==> src/rtl/framebuffer_scanout_pkg.sv <==
// framebuffer_scanout_pkg: shared widths, FSM states and pixel unpack helper for the scanout path
package framebuffer_scanout_pkg;
  localparam int PIX_W = 24;
  localparam int PIX_PER_WORD = 16;
  localparam int WORD_W = PIX_W * PIX_PER_WORD;
  localparam int ADDR_W = 16;
  typedef enum logic [1:0] {IDLE, SCAN, DONE} state_t;
  function automatic logic [PIX_W-1:0] unpack_pix(input logic [WORD_W-1:0] word, input logic [3:0] k);
    return word[k*PIX_W +: PIX_W];
  endfunction
endpackage

==> src/rtl/framebuffer_scanout_if.sv <==
// framebuffer_scanout_if: color SRAM read port plus outgoing pixel stream
interface framebuffer_scanout_if;
  import framebuffer_scanout_pkg::*;
  logic sram_re;
  logic [ADDR_W-1:0] sram_addr;
  logic [WORD_W-1:0] sram_rdata;
  logic pix_valid;
  logic pix_ready;
  logic [PIX_W-1:0] pix_rgb;
  logic pix_sof;
  logic pix_eol;
  modport master(
    output sram_re, sram_addr, pix_valid, pix_rgb, pix_sof, pix_eol,
    input sram_rdata, pix_ready
  );
  modport slave(
    input sram_re, sram_addr, pix_valid, pix_rgb, pix_sof, pix_eol,
    output sram_rdata, pix_ready
  );
endinterface

==> src/rtl/framebuffer_scanout_word_fifo.sv <==
// scanout_word_fifo: 2-deep prefetch FIFO of 384-bit color words
module scanout_word_fifo
  import framebuffer_scanout_pkg::*;
(
  input  logic              clk,
  input  logic              srst,
  input  logic              push,
  input  logic              pop,
  input  logic [WORD_W-1:0] din,
  output logic [WORD_W-1:0] dout,
  output logic              full,
  output logic              empty,
  output logic [1:0]        count
);
  logic [WORD_W-1:0] mem [2];
  logic wr_ptr, rd_ptr;
  always_ff @(posedge clk)
    if (push) mem[wr_ptr] <= din;
  always_ff @(posedge clk)
    if (srst) begin
      wr_ptr <= 1'b0;
      rd_ptr <= 1'b0;
      count <= 2'd0;
    end else begin
      wr_ptr <= wr_ptr ^ push;
      rd_ptr <= rd_ptr ^ pop;
      count <= count + 2'(push) - 2'(pop);
    end
  always_comb begin
    dout = mem[rd_ptr];
    full = count == 2'd2;
    empty = count == 2'd0;
  end
endmodule

==> src/rtl/framebuffer_scanout.sv <==
// framebuffer_scanout: raster-order SRAM word prefetch and one-pixel-per-cycle serializer
module framebuffer_scanout
  import framebuffer_scanout_pkg::*;
#(
  parameter int H_RES = 640,
  parameter int V_RES = 480
) (
  input  logic              clk,
  input  logic              srst,
  input  logic              start,
  input  logic [ADDR_W-1:0] base_addr,
  output logic              busy,
  output logic              frame_done,
  framebuffer_scanout_if.master bus
);
  localparam logic [15:0] COL_LAST = 16'(H_RES / PIX_PER_WORD - 1);
  localparam logic [15:0] LINE_LAST = 16'(V_RES - 1);
  localparam logic [16:0] WORDS = 17'(H_RES / PIX_PER_WORD * V_RES);
  state_t state, state_nx;
  logic [ADDR_W-1:0] base_q;
  logic [16:0] rd_cnt;
  logic [15:0] col, line;
  logic [3:0] idx;
  logic inflight, hs, pop, last_pix, full, empty;
  logic [1:0] count;
  logic [WORD_W-1:0] head;
  scanout_word_fifo u_fifo (
    .clk(clk), .srst(srst), .push(inflight), .pop(pop), .din(bus.sram_rdata),
    .dout(head), .full(full), .empty(empty), .count(count)
  );
  always_comb begin
    bus.pix_valid = state == SCAN && !empty;
    hs = bus.pix_valid && bus.pix_ready;
    pop = hs && idx == 4'hf;
    last_pix = pop && col == COL_LAST && line == LINE_LAST;
    state_nx = state == IDLE ? (start ? SCAN : IDLE) : state == SCAN ? (last_pix ? DONE : SCAN) : IDLE;
    busy = state != IDLE;
    frame_done = state == DONE;
    // buffered words plus the read in flight never exceed the FIFO depth
    bus.sram_re = state == SCAN && !full && count + 2'(inflight) < 2'd2 && rd_cnt != WORDS;
    bus.sram_addr = bus.sram_re ? base_q + rd_cnt[15:0] : '0;
    bus.pix_rgb = bus.pix_valid ? unpack_pix(head, idx) : '0;
    bus.pix_sof = bus.pix_valid && idx == 4'h0 && col == 16'd0 && line == 16'd0;
    bus.pix_eol = bus.pix_valid && idx == 4'hf && col == COL_LAST;
  end
  always_ff @(posedge clk)
    if (srst) begin
      state <= IDLE;
      base_q <= '0;
      rd_cnt <= '0;
      idx <= '0;
      col <= '0;
      line <= '0;
      inflight <= 1'b0;
    end else begin
      state <= state_nx;
      inflight <= bus.sram_re;
      if (state == IDLE && start) begin
        base_q <= base_addr;
        rd_cnt <= '0;
        idx <= '0;
        col <= '0;
        line <= '0;
      end else begin
        if (bus.sram_re) rd_cnt <= rd_cnt + 17'd1;
        if (hs) idx <= idx + 4'd1;
        if (pop) col <= col == COL_LAST ? 16'd0 : col + 16'd1;
        if (pop && col == COL_LAST) line <= line + 16'd1;
      end
    end
endmodule

==> src/flat_wrapper.sv <==
// flat-port wrapper written by rule: the top's interface ports become plain ports
module framebuffer_scanout_flat import framebuffer_scanout_pkg::*;
#(
  parameter int H_RES = 640,
  parameter int V_RES = 480
)
  (clk, srst, start, base_addr, busy, frame_done, bus_sram_re, bus_sram_addr, bus_pix_valid, bus_pix_rgb, bus_pix_sof, bus_pix_eol, bus_sram_rdata, bus_pix_ready);
  framebuffer_scanout_if bus_i ();
  input  logic clk;
  input  logic srst;
  input  logic start;
  input  logic [ADDR_W-1:0] base_addr;
  output logic busy;
  output logic frame_done;
  output wire logic [$bits(bus_i.sram_re)-1:0] bus_sram_re;
  output wire logic [$bits(bus_i.sram_addr)-1:0] bus_sram_addr;
  output wire logic [$bits(bus_i.pix_valid)-1:0] bus_pix_valid;
  output wire logic [$bits(bus_i.pix_rgb)-1:0] bus_pix_rgb;
  output wire logic [$bits(bus_i.pix_sof)-1:0] bus_pix_sof;
  output wire logic [$bits(bus_i.pix_eol)-1:0] bus_pix_eol;
  input wire logic [$bits(bus_i.sram_rdata)-1:0] bus_sram_rdata;
  input wire logic [$bits(bus_i.pix_ready)-1:0] bus_pix_ready;
  assign bus_sram_re = bus_i.sram_re;
  assign bus_sram_addr = bus_i.sram_addr;
  assign bus_pix_valid = bus_i.pix_valid;
  assign bus_pix_rgb = bus_i.pix_rgb;
  assign bus_pix_sof = bus_i.pix_sof;
  assign bus_pix_eol = bus_i.pix_eol;
  assign bus_i.sram_rdata = bus_sram_rdata;
  assign bus_i.pix_ready = bus_pix_ready;
  framebuffer_scanout #(.H_RES(H_RES), .V_RES(V_RES)) u_core (.clk(clk), .srst(srst), .start(start), .base_addr(base_addr), .busy(busy), .frame_done(frame_done), .bus(bus_i));
endmodule
==> config.mk <==
export PLATFORM = sky130hd
export DESIGN_NAME = framebuffer_scanout_flat
export DESIGN_NICKNAME = d
export VERILOG_FILES = /design/src/rtl/framebuffer_scanout_pkg.sv /design/src/rtl/framebuffer_scanout_if.sv /design/src/rtl/framebuffer_scanout_word_fifo.sv /design/src/rtl/framebuffer_scanout.sv /design/src/flat_wrapper.sv
export SDC_FILE = /design/constraint.sdc
export NUM_CORES = 1
export LEC_CHECK = 0
export CORE_MARGIN = 4
export CORE_UTILIZATION = 40
export DETAILED_ROUTE_END_ITERATION = 10
export PLACE_DENSITY = 0.65
export SYNTH_ARGS = -nofsm -noshare
export SYNTH_HDL_FRONTEND = slang
export SYNTH_SLANG_ARGS = --single-unit
==> constraint.sdc <==
create_clock -name clk -period 12.09 [get_ports clk]
set_clock_uncertainty 0.15 [all_clocks]
set_input_delay 2.418 -clock clk [delete_from_list [all_inputs] [get_ports clk]]
set_output_delay 2.418 -clock clk [all_outputs]
set_load 0.05 [all_outputs]
[Yosys cells after proc, flatten, opt, wreduce, memory -nomap -nowiden]
Memories as Yosys holds them, arrays and structs flattened. A register that Yosys moved wholly into a read port is not among the register bits.
Cells that the tools add are included.
Word-level totals
  register bits after elaboration: 76
  memory bits (writable): 768
  input port bits: 404
  output and inout port bits: 46
  logic and storage cells: 63
  memories kept: 1
Operators by class
  $add $sub $neg: 7
  multiply operators: 1
  $lt $le $gt $ge: 1
  eq/ne operators: 7
  shift-type cells: 1
  multiplexer cells: 10
  bitwise gates (word level): 2
  reduce and logical (&&, ||, !) cells: 23
Memory list
  u_core.u_fifo.mem: depth 2, bits a word 384, read ports 1, clocked after Yosys merged registers in 1, write ports 1, RTL line framebuffer_scanout_word_fifo.sv:15  | logic [WORD_W-1:0] mem [2];
Operator list (number)
  indexed part select 384 x 10 -> 24 bit: 1
  adder 16 x 1 -> 16 bit (second input constant): 2
  zero test 16 bit: 2
  2-to-1 mux 16 bit: 2
  2-to-1 mux 24 bit: 1
  adder 17 x 1 -> 17 bit (second input constant): 1
  != test 17 x 15 -> 1 bit (second input constant): 1
  adder 16 bit: 1
  == test 16 x 6 -> 1 bit (second input constant): 1
  == test 16 x 9 -> 1 bit (second input constant): 1
  logical AND 1 bit: 14
  multiplier 4 x 2 -> 6 bit (second input constant): 1
  2-to-1 mux 2 bit: 3
  adder 4 x 1 -> 4 bit (second input constant): 1
  == test 2 bit (second input constant): 2
  == test 4 bit (second input constant): 1
  zero test 2 bit: 2
  zero test 4 bit: 1
  2-to-1 mux 1 bit: 4
  adder 2 x 1 -> 2 bit: 1
  == test 2 x 1 -> 1 bit (second input constant): 1
  zero test 1 bit: 2
  < comparator 2 bit (second input constant): 1
  nonzero test 2 bit: 1
  3 further kinds: 4

[Depth between registers and ports, before layout]
  depth after elaboration: 10
  gate-level depth with buffers: 9
  gate-level depth less buffers: 8

[Cells and area by module]
Synthesis repeated with hierarchy kept, for this count alone.
Unflattened totals
  cells, all modules: 1908
  area, all modules: 35261.3 sq um
Modules (own cells, without submodules)
  scanout_word_fifo: times used 1, cells an instance 1214, area each 28164.5 sq um
  framebuffer_scanout: times used 1, cells an instance 694, area each 7096.8 sq um

[Worst setup path before layout]
No wires, ideal clock.
  kind: register to register
  start: register u_core.u_fifo.wr_ptr
  end: memory u_core.u_fifo.mem[0][0] (netlist bit) (enable)
  library setup time: 799 ps
  data arrival time: 9136 ps
  data required time: 11141 ps
  path slack: 2005 ps
  stages on the path, launching flop included: 3
  path buffers: 0
  path through: dfxtp_1 -> inv_1 -> ha_1
RTL lines
  start: declaration: RTL line framebuffer_scanout_word_fifo.sv:16  | logic wr_ptr, rd_ptr;
  start signal: assignment: RTL line framebuffer_scanout_word_fifo.sv:25  | wr_ptr <= wr_ptr ^ push;
  end: declaration: RTL line framebuffer_scanout_word_fifo.sv:15
No word-level cell before the write port.

==> metrics.csv <==
metric,value,unit
period_share,61.69,%
gr-usage-met3,5.901,%
route.detailed.drc,0,
synth_fp_nets,2171,
timing.final.crit_period,7.459,ns
grt.overflow.total,0,
final_cells,3392,
critPathMaxFanout,102,
async_reset_ff_share,0,%
seq_area_frac_synth,74.25,%
grt.busiest_layer,met2,
ys.flop_type,edfxtp_1,
viasPerCell,5.383,
final_layout_size_suffix_gt1_share,16.54,%
pwr-share-clk,42.6,%
htree_levels,3,
gp_congestion,0.8794,
dr.pass1.iters,5,
setup_violations,0,
start_util,40.32,%
yosys_register_bits,844,
antenna_found_initial,36,
syn_to_final_growth,26.52,%
path_clk_slew,0.06,ns
placementRows,105,
cp-end-kind,output pin,
drv_slew,0,
dp_hpwl,57890,um
gr-usage-met1,23.06,%
grt_first_pass_wirelength,122300,um
seqPwrFrac,52.2,%
max_clock_freq,134.1,MHz
dp_slack,5.090,ns
power.switching,1.296,mW
fp.coreArea,82110,um2
synth_area,33110,um2
ys_warn_count,0,
clk_latency,0.62,ns
cts_hold_buf,0,
p_per_area,150.6,nW/um2
avgSynthCellArea,19.04,um2
switching_share,20.55,%
die_x,295.7,um
placed_cell_area,38900,um2
grt_use_total,18.98,%
startpoint_type,flip-flop,
worstMarginPinSlew,1.178,ns
wl_per_cell,24.94,um
max_slew_margin,21.48,%
cts_sinks,844,
fin_setup_tns,0,ns
wl,84590,um
use_met2,32.67,%
cts-root-buf,clkbuf_16,
dr_total_vias,18260,
place_inst,3200,
cts_tree,done,
die_h,295.7,um
synth_edf_count,768,
clock_path_buffers,3,
die_area,87440,um2
path_class,flip-flop to output pin,
grt_max_degree,174,
grt_pass1_vias,19430,
postLayoutCellArea,41890,um2
synth.distinct_cells,51,
comb_power_share,5.2,%
drv_cap,0,
arrival,4.89,ns
nNetsFinal,2654,
drt-initial-drc-count,1342,
ir_worst_vdd,0.0001321,V
numCtsBuffers,90,
final.setup.worst_slack,4.631,ns
cp_data_required_time,9.52,ns
outcome,"finished, final reports clean",
detail-route-antenna-nets,0,
rsz0062_at_grt,no,
cts_setup_buffers,0,
hp-class,flip-flop to flip-flop,
hold_viol,0,
io-pin-count,450,
io_buffers,449,
syn_inst,1739,
p_int,5.012,mW
leakage,13.33,nW
cts-resized-gates,0,
[layout by cell type, fill, tap and decap left out, drive strengths merged, types with 26 or more instances in the layout]
cell | Yosys | layout
o21ai | 40 | 40
nand2 | 73 | 73
inv | 23 | 27
buf | 32 | 31
edfxtp | 768 | 768
nor2 | 68 | 68
ha | 27 | 27
dfxtp | 76 | 76
clkinv | 0 | 45
nand4 | 29 | 29
a21oi | 47 | 47
clkbuf | 57 | 109
clkdlybuf4s50 | 0 | 449
mux4 | 192 | 192
xor2 | 26 | 26
a22o | 32 | 32
[critical path, cell delays in order, from the launching register on]
cell	delay, ns
dfxtp_4	0.90
buf_12	0.62
mux4_2	0.59
a22o_1	0.24
a221oi_1	0.59
a31oi_1	0.41
clkdlybuf4s50_1	0.81
[routing by layer]
layer,up-vias,share of wire (%)
met3,118,8.4
met5,-,0.17
met4,24,2.4
met2,590,51
li1,8197,-
met1,9331,38
[power groups by stage]
stage          sequential (mW)  clock [mW]  combinational (mW)
5_1_grt                   3.30        2.88               0.348
3_3_place_gp              3.35           0               0.322
3_5_place_dp              3.36           0               0.330
6_report                  3.29        2.69               0.327
4_1_cts                   3.30        2.76               0.331
2_1_floorplan             3.38           0               0.120
[path summary, 6_finish.rpt]
| kind | startpoint | to | slack (ns) | cells after the start |
|---|---|---|---|---|
| setup / recovery | u_core.u_fifo.rd_ptr | bus_pix_rgb[1] | 4.63 | 6 |
| hold / removal | u_core.base_q[7] | u_core.base_q[7] | 0.32 | 2 |
| setup reg to reg | u_core.inflight | u_core.u_fifo.mem[1][43] | 7.81 | 4 |
| hold reg to reg | u_core.base_q[7] | u_core.base_q[7] | 0.32 | 2 |
[cells in the mapped netlist, types with 7 or more instances]
| library cell | instances | share of area, % |
|---|---|---|
| a31oi_1 | 10 | 0.19 |
| edfxtp_1 | 768 | 70 |
| a221oi_1 | 24 | 0.63 |
| nor4_1 | 11 | 0.21 |
| mux4_2 | 192 | 13 |
| inv_1 | 23 | 0.26 |
| xnor2_1 | 13 | 0.34 |
| nand2_1 | 73 | 0.83 |
| o22ai_1 | 25 | 0.47 |
| a21oi_1 | 47 | 0.71 |
| nand4_1 | 29 | 0.55 |
| dfxtp_1 | 76 | 4.6 |
| or4_1 | 12 | 0.27 |
| nor2_1 | 68 | 0.77 |
| ha_1 | 27 | 1.0 |
| clkbuf_1 | 57 | 0.65 |
| nor3_1 | 23 | 0.35 |
| and3_1 | 11 | 0.21 |
| and2_1 | 7 | 0.13 |
| xor2_1 | 26 | 0.69 |
| buf_1 | 7 | 0.079 |
| nand3_1 | 17 | 0.26 |
| or3_1 | 14 | 0.26 |
| a22o_1 | 32 | 0.85 |
| o21ai_0 | 40 | 0.60 |
| a22oi_1 | 16 | 0.36 |
| buf_2 | 25 | 0.38 |
[sequential cells by signal, indices dropped and copies added (netlist names)]
name	flops
u_core.rd_cnt	17
u_core.u_fifo.wr_ptr	1
u_core.u_fifo.mem	768
u_core.state	2
u_core.u_fifo.count	2
u_core.col	16
u_core.base_q	16
u_core.inflight	1
u_core.idx	4
u_core.u_fifo.rd_ptr	1
u_core.line	16
[through the flow]
| step | hold slack (ns) | total power [mW] | util [%] |
|---|---|---|---|
| after CTS | 0.3181 | 6.384 | 50.94 |
| after global placement | 0.2984 | 3.673 | 47.37 |
| after detailed placement | 0.3091 | 3.686 | 47.37 |
| after floorplan | 0.2900 | 3.503 | - |
| final | 0.3185 | 6.308 | 51.02 |
| after global routing | 0.3370 | 6.532 | 50.97 |
[cells by family (layout without fill, tap and decap cells)]
kind of cell | after synthesis | in the layout | synth area share (%)
AOI/OAI and AO/OA | 221 | 221 | 4.463
and+or+nand+nor | 297 | 297 | 4.569
adders and majority gates | 28 | 28 | 1.081
DFF | 844 | 844 | 74.25
xor gates and xnor gates | 39 | 39 | 1.032
buffers and inverters | 112 | 670 | 1.364
muxes | 198 | 198 | 13.24
other | 0 | 25 | 0
[area by class of cell]
type	instances	area (um2)
fill	6594	40220
sequential	844	24600
multi-input combinational	783	8124
timing repair buffer	480	4752
clock buffer	109	2375
tap	1070	1339
clock inverter	58	555.5
inverter	23	86.33
antenna	25	62.56
Power figures use the tool's default switching activity.
